==> src/rtl/aes_key_sched_ctrl_pkg.sv <==
// Shared constants, types and the round-constant table for the AES-128 key schedule.
package aes_key_sched_ctrl_pkg;

    localparam int AES_NR  = 10;
    localparam int AES_KW  = 128;
    localparam int AES_EKW = (AES_NR + 1) * AES_KW;

    typedef enum logic [1:0] {
        IDLE   = 2'd0,
        EXPAND = 2'd1,
        DONE   = 2'd2
    } ks_state_e;

    // Indexed directly by the round counter; round 0 carries no rcon.
    function automatic logic [7:0] aes_rcon(input logic [3:0] r);
        case (r)
            4'd1:    aes_rcon = 8'h01;
            4'd2:    aes_rcon = 8'h02;
            4'd3:    aes_rcon = 8'h04;
            4'd4:    aes_rcon = 8'h08;
            4'd5:    aes_rcon = 8'h10;
            4'd6:    aes_rcon = 8'h20;
            4'd7:    aes_rcon = 8'h40;
            4'd8:    aes_rcon = 8'h80;
            4'd9:    aes_rcon = 8'h1b;
            4'd10:   aes_rcon = 8'h36;
            default: aes_rcon = 8'h00;
        endcase
    endfunction

endpackage

==> src/rtl/aes_key_sched_ctrl_key_round_step.sv <==
// One AES-128 key-expansion round (combinational) and the forward S-box it uses.
// Kept separate from the controller so the decrypt-side schedule can share it.
module aes_sbox (
    input  logic [7:0] a_i,
    output logic [7:0] y_o
);
    // Entry 0 sits in the most significant byte.
    localparam logic [2047:0] SBOX_TBL = {
        128'h637c777bf26b6fc53001672bfed7ab76, 128'hca82c97dfa5947f0add4a2af9ca472c0,
        128'hb7fd9326363ff7cc34a5e5f171d83115, 128'h04c723c31896059a071280e2eb27b275,
        128'h09832c1a1b6e5aa0523bd6b329e32f84, 128'h53d100ed20fcb15b6acbbe394a4c58cf,
        128'hd0efaafb434d338545f9027f503c9fa8, 128'h51a3408f929d38f5bcb6da2110fff3d2,
        128'hcd0c13ec5f974417c4a77e3d645d1973, 128'h60814fdc222a908846eeb814de5e0bdb,
        128'he0323a0a4906245cc2d3ac629195e479, 128'he7c8376d8dd54ea96c56f4ea657aae08,
        128'hba78252e1ca6b4c6e8dd741f4bbd8b8a, 128'h703eb5664803f60e613557b986c11d9e,
        128'he1f8981169d98e949b1e87e9ce5528df, 128'h8ca1890dbfe6426841992d0fb054bb16
    };

    assign y_o = SBOX_TBL[(255 - int'(a_i)) * 8 +: 8];
endmodule

module key_round_step (
    input  logic [127:0] prev,
    input  logic [7:0]   rcon,
    output logic [127:0] next
);
    logic [31:0] w0, w1, w2, w3, rot, sub, t;
    logic [31:0] n0, n1, n2, n3;

    assign {w0, w1, w2, w3} = prev;
    assign rot = {w3[23:0], w3[31:24]};

    for (genvar b = 0; b < 4; b++) begin : g_sbox
        aes_sbox u_sbox (
            .a_i(rot[8*b +: 8]),
            .y_o(sub[8*b +: 8])
        );
    end

    assign t  = sub ^ {rcon, 24'h0};
    assign n0 = w0 ^ t;
    assign n1 = w1 ^ n0;
    assign n2 = w2 ^ n1;
    assign n3 = w3 ^ n2;
    assign next = {n0, n1, n2, n3};
endmodule

==> src/rtl/aes_key_sched_ctrl.sv <==
// Iterative AES-128 key-schedule controller: one shared round step, 11 stored round
// keys exposed as a flat bus plus a registered per-round read port.
module aes_key_sched_ctrl
    import aes_key_sched_ctrl_pkg::*;
#(
    parameter int NR = AES_NR,
    parameter int KW = AES_KW
) (
    input  logic                  clk,
    input  logic                  rst,
    input  logic [KW-1:0]         key,
    input  logic                  key_valid,
    output logic                  key_ready,
    output logic                  busy,
    output logic                  keys_valid,
    output logic [(NR+1)*KW-1:0]  expanded_key,
    input  logic [3:0]            rk_idx,
    output logic [KW-1:0]         rk_out
);

    if (NR != 10 || KW != 128) begin : g_param_chk
        $error("aes_key_sched_ctrl supports AES-128 only (NR=10, KW=128)");
    end

    localparam logic [3:0] LAST = 4'(NR);

    ks_state_e     state_q, state_d;
    logic [3:0]    cnt_q, cnt_d;
    logic [KW-1:0] slot_q [0:NR];
    logic [KW-1:0] rk_out_q;

    logic          wr_en;
    logic [3:0]    wr_idx;
    logic [KW-1:0] wr_data;
    logic [KW-1:0] step_prev, step_next;

    assign step_prev = slot_q[cnt_q - 4'd1];

    key_round_step u_step (
        .prev(step_prev),
        .rcon(aes_rcon(cnt_q)),
        .next(step_next)
    );

    always_comb begin
        state_d = state_q;
        cnt_d   = cnt_q;
        wr_en   = 1'b0;
        wr_idx  = cnt_q;
        wr_data = step_next;
        case (state_q)
            IDLE, DONE: begin
                if (key_valid) begin
                    state_d = EXPAND;
                    cnt_d   = 4'd1;
                    wr_en   = 1'b1;
                    wr_idx  = 4'd0;
                    wr_data = key;
                end
            end
            EXPAND: begin
                // Key offers here are dropped; key_ready is low.
                wr_en = 1'b1;
                cnt_d = cnt_q + 4'd1;
                if (cnt_q == LAST) begin
                    state_d = DONE;
                    cnt_d   = 4'd0;
                end
            end
            default: state_d = IDLE;
        endcase
    end

    always_ff @(posedge clk) begin
        if (rst) begin
            state_q  <= IDLE;
            cnt_q    <= 4'd0;
            rk_out_q <= '0;
            for (int r = 0; r <= NR; r++) slot_q[r] <= '0;
        end else begin
            state_q <= state_d;
            cnt_q   <= cnt_d;
            if (wr_en) slot_q[wr_idx] <= wr_data;
            rk_out_q <= (rk_idx <= LAST) ? slot_q[rk_idx] : '0;
        end
    end

    for (genvar r = 0; r <= NR; r++) begin : g_flat
        assign expanded_key[KW*r +: KW] = slot_q[r];
    end

    assign key_ready  = (state_q != EXPAND);
    assign busy       = (state_q == EXPAND);
    assign keys_valid = (state_q == DONE);
    assign rk_out     = rk_out_q;

endmodule

==> config.mk <==
export PLATFORM = sky130hd
export DESIGN_NAME = aes_key_sched_ctrl
export DESIGN_NICKNAME = d
export VERILOG_FILES = /design/src/rtl/aes_key_sched_ctrl_pkg.sv /design/src/rtl/aes_key_sched_ctrl_key_round_step.sv /design/src/rtl/aes_key_sched_ctrl.sv
export SDC_FILE = /design/constraint.sdc
export NUM_CORES = 2
export LEC_CHECK = 0
export BUFFER_PORTS_ARGS = -buffer_cell sky130_fd_sc_hd__buf_4
export CORE_AREA = 2 2 644 646
export CTS_CLUSTER_SIZE = 30
export DETAILED_ROUTE_END_ITERATION = 8
export DIE_AREA = 0 0 646 648
export SLEW_MARGIN = 10
export SYNTH_ARGS = -nofsm -noshare
export SYNTH_HDL_FRONTEND = slang
export SYNTH_HIERARCHICAL = 1
export SYNTH_SLANG_ARGS = --single-unit
==> constraint.sdc <==
create_clock -name clk -period 35.2 [get_ports clk]
set_clock_uncertainty 0.1 [all_clocks]
set_input_delay 1.76 -clock clk [delete_from_list [all_inputs] [get_ports clk]]
set_output_delay 1.76 -clock clk [all_outputs]
set_load 0.005 [all_outputs]
# [Word level (Yosys, flattened, before mapping)]
# Memories as Yosys holds them, arrays and structs flattened. A register that Yosys moved wholly into a read port is not among the register bits.
# Cells that the tools add are included.
[totals] register_bits=6 word_cells=56 rom_bits=128 latchBits=0 ram_bits=1408 n_memories=2
[memory_table] name="slot_q" depth=11 width=128 read_ports=13 rd_ports_with_merged_regs=1 write_ports=11 line_no="aes_key_sched_ctrl.sv:29" source="logic [KW-1:0] slot_q [0:NR];"
[memory_table] name="(no name shown)" depth=16 width=8 read_ports=1 rd_ports_with_merged_regs=1 write_ports=0 line_no="aes_key_sched_ctrl_pkg.sv:16" source="case (r)"
[classes] n_lt_le_gt_ge=1 n_mux=22 n_div=0 bitwise=6 reduce_logical=7 n_eq_ne=6 shifts=4 multipliers=0 addsub=6
[op_table] operator="indexed part select 2048 x 32 -> 8 bit, first input constant" count=4
[op_table] operator="two-way mux 128 bit" count=3
[op_table] operator="XOR 32 bit" count=5
[op_table] operator="OR reduction 128 bit" count=1
[op_table] operator="subtractor 8 x 8 -> 9 bit, first input constant" count=4
[op_table] operator="two-way mux 4 bit" count=7
[op_table] operator="case mux 4 bit (2 select lines)" count=1
[op_table] operator="two-way mux 1 bit" count=7
[op_table] operator="adder 4 x 1 -> 4 bit, second input constant" count=1
[op_table] operator="== test 4 bit, second input constant" count=1
[op_table] operator="<= comparator 4 bit, second input constant" count=1
[op_table] operator="two-way mux 2 bit" count=2
[op_table] operator="inequality test 2 x 1 -> 1 bit, second input constant" count=2
[op_table] operator="case mux 2 bit (2 select lines)" count=1
[op_table] operator="AND reduction 2 bit" count=2
[op_table] operator="OR reduction 2 bit" count=2
[op_table] operator="subtractor 4 x 1 -> 4 bit, second input constant" count=1
[op_table] operator="== test 2 x 1 -> 1 bit, second input constant" count=1
[op_table] operator="== test 2 bit, second input constant" count=1
[op_table] operator="logical NOT 2 bit" count=1
[op_table] operator="inequality test 2 bit, second input constant" count=1
[op_table] operator="case mux 1 bit (2 select lines)" count=1
[op_table] operator="nonzero test 2 bit" count=1
[op_table] operator="NOT 1 bit" count=1

# [Depth between registers and ports, before layout]
# An unclocked memory read counts as a cell.
[depth] depth_word=12 depth_mapped=31

# [Modules after synthesis]
# The synthesis kept the hierarchy.
[by_module_without_submodules] module="aes_key_sched_ctrl" area_per_inst_um2=101300.9 cells_each=7002 instances=1
[by_module_without_submodules] module="aes_sbox" area_per_inst_um2=3498.4 cells_each=556 instances=4
[by_module_without_submodules] module="key_round_step" area_per_inst_um2=1550.2 cells_each=175 instances=1

# [Worst setup path after synthesis]
# No wires, ideal clock.
[synth_path] kind="input -> register" startpoint="in key_valid" endpoint="mem slot_q[12][0], enable pin" arrival_ns=11.399 slack_ns=22.929 required_time_ns=34.328 setup_ns=0.772 path_buffers=1 path_stages=5 cell_sequence="nand2b_1 a21o_1 clkbuf_1 or3_1 nor3_1"
[synth_lines] element="from (decl)" line_no="aes_key_sched_ctrl.sv:12" source="input logic key_valid,"
[synth_lines] element="to (decl)" line_no="aes_key_sched_ctrl.sv:29"

==> impl_metrics.ini <==
[sta]
fin_crit_ns = 10.15
relSlewSlack = 0.0733
setup_slack_ns = 25.05
setup-tns-final_ns = 0
rsz0062_at_grt = no
final-max-slew-violation-count = 0
finalSetupViolCount = 0
fin_crit_sh = 0.288
worst_pin_slew_ns = 1.39
finalHoldViolCount = 0
clock.fmax_mhz = 98.6

[clock_tree]
cts.clk_slew.worst_paths_ns = 0.07
clk_path_buf_depth = 4
cts-root-buf = clkbuf_16
htreeDepth = 5
cts_sinks = 2190
cts_hold_buf = 0
cts_setup_buffers = 0
cts_tree = built
numCtsBuffers = 264
cts_resized = 0
clock_latency_ns = 0.98

[global_routing]
grt_pass1_wl_um = 905000
grt_antenna_before_repair = 96
overflow = 0
grt_pass1_vias = 91032
grt_max_degree = 93
grt_use_total = 0.321

[run_status]
outcome = complete, no violations

[yosys]
synth_area_leaders = edfxtp_1, mux4_2, nor2_1
yosysTopAreaCell = edfxtp_1
yosysMostFrequentCell = edfxtp_1
synth_top_family_by_area = multiplexers
yosysTopAreaCellShare = 0.493
synth-seq-area-share = 0.540
async_flop_share = 0
synthAdderAreaFrac = 0.00728
synth_compound_area_frac = 0.0918
syn_nets = 9604
syn_area_um2 = 117000
avgSynthCellArea_um2 = 12.4
synth_commonest_cells = edfxtp_1, nor2_1, mux4_2, nand2_1, buf_2
synth-simple-area-share = 0.114
synth_edf_count = 1920
synth_xor_area_frac = 0.0143
synth_seq_cells = 2190
yosysWarningCount = 6
postSynthCellCount = 9401
synth_ff_type = edfxtp_1
synthMuxAreaShare = 0.186
synth_cell_types = 79

[worst_setup_path]
cp_data_required_time_ns = 35.94
crit_type = reg2reg
start_kind = flip-flop
cp.arrival_ns = 10.89
cp-end-kind = flip-flop
worst-path-max-fanout = 92

[placed_design]
post-place-cells = 15831
dp_hpwl_um = 507000
portBuffers = 1673
placed_cell_area_um2 = 134000
globalplace.congestion = 1.02
preCtsSetupSlack_ns = 25.09

[drt]
wire_per_inst_um = 42.7
num_vias = 97488
drt.antenna.violating_nets = 0
viasPerCell = 5.96
drt_iter0_drc = 15545
dr.pass1.iters = 7
drt-total-wl_um = 699000
drc = 0

[finish]
post-route-util = 0.348
final_nets = 10827
fin_area_um2 = 144000
areaGrowthSynthToFinish_pct = 22.8
final_cells = 16365
layout-drive-gt1-share = 0.306

[worst_hold_path]
min_path_type = reg2reg

[power_and_ir_drop]
power_density_nw_per_um2 = 68.0
p_leak_nw = 51.8
vdd.ir_drop.worst_uv = 46.7

[die]
die_w_um = 646
die_h_um = 648
core_area_um2 = 412000
num_rows = 236
io_pins = 1674
dieArea_um2 = 419000
start_util = 0.284

[flow_run]
max_cap_violations = 0
[worst paths after layout]
path	startpoint	to	slack (ns)	depth (start not counted)
max reg2reg	cnt_q[0]	slot_q[10][11]	25.05	21
min	slot_q[10][120]	slot_q[10][120]	0.39	2
min reg2reg	slot_q[10][120]	slot_q[10][120]	0.39	2
max	cnt_q[0]	slot_q[10][11]	25.05	21
[routing by layer]
| metal | share of wire | vias up | GRT usage |
|---|---|---|---|
| li1 | - | 37875 | - |
| met1 | 0.35 | 49854 | 0.385 |
| met2 | 0.44 | 8072 | 0.491 |
| met3 | 0.12 | 1641 | 0.0989 |
| met4 | 0.089 | 46 | 0.231 |
| met5 | 0.00043 | - | 0 |
[state kept, by name, summed over array words and instances (netlist names), named ones only]
| name | cells |
|---|---|
| cnt_q | 4 |
| slot_q | 2048 |
| rk_out | 128 |
| state_q | 2 |
[report_power, final]
part	internal, W	switching (W)	total (W)	leakage [nW]
Sequential	0.00302	0.000122	0.00314	21.3
Combinational	0.00109	0.00269	0.00377	26.2
Clock	0.00164	0.00121	0.00286	4.33
[critical path: stages (launching register included)]
cell	delay, ns
dfxtp_4	0.53
inv_1	0.22
ha_4	0.65
buf_12	0.55
buf_4	0.71
mux4_2	0.46
mux4_2	0.76
inv_1	0.32
ha_1	0.67
nand2b_1	0.60
o21ai_0	0.19
mux4_2	0.50
a2111oi_2	0.59
a31oi_1	0.19
xor2_2	0.90
xnor2_2	0.54
xor2_1	0.35
mux2i_1	0.11
or2_1	0.39
inv_1	0.22
nand2_1	0.07
a21oi_1	0.14
[logic make-up after synthesis]
kind of cell             Yosys count
XOR/XNOR                         188
AND/OR/NAND/NOR                 3000
flip-flops                      2190
buffers and inverters           1157
adder cells (fa/ha/maj)           68
multiplexers                    1193
AO/OA/AOI/OAI                   1605
[layout by cell type (no fill, tap or decap), drive strengths merged, types with 15 or more instances in the layout]
master / Yosys / layout
o21a: 15 / 15
buf: 651 / 1931
nor2: 1442 / 1442
a2111oi: 147 / 147
o311ai: 40 / 40
a221o: 16 / 16
nor2b: 313 / 313
mux4: 785 / 785
nand4: 48 / 48
clkinv: 1 / 86
inv: 181 / 200
nand2b: 109 / 109
a21oi: 431 / 431
o22ai: 30 / 30
diode: 0 / 52
o2111ai: 17 / 17
bufinv: 0 / 25
a311o: 16 / 16
nand3b: 19 / 19
nor3: 59 / 59
a211oi: 179 / 179
ha: 68 / 68
mux2i: 408 / 408
o21ai: 317 / 317
nand3: 130 / 130
o211ai: 81 / 81
a31oi: 62 / 62
edfxtp: 1920 / 1920
o31ai: 36 / 36
nand2: 675 / 675
clkbuf: 324 / 342
or2: 153 / 153
a311oi: 53 / 53
xnor2: 93 / 93
and2: 17 / 17
dfxtp: 270 / 270
a21o: 26 / 26
xor2: 94 / 94
a221oi: 32 / 32
[per-stage QoR]
step           hold WS [ns]  total power, W
2_1_floorplan         0.374         0.00495
3_3_place_gp          0.374         0.00693
3_5_place_dp          0.383         0.00693
4_1_cts               0.391         0.00977
5_1_grt               0.412          0.0100
6_report              0.394         0.00977
[area by class of cell]
| cell class | instances | area, um^2 |
|---|---|---|
| multi-input cells | 6054 | 49100 |
| clock buffers | 341 | 7160 |
| repair buffers | 1932 | 14800 |
| clock inverters | 140 | 1750 |
| flip-flops and latches | 2190 | 63100 |
| well taps | 5474 | 6850 |
| diodes | 52 | 130 |
| inverters | 182 | 683 |
| fillers | 40607 | 268000 |
(Power assumes the default switching activity.)
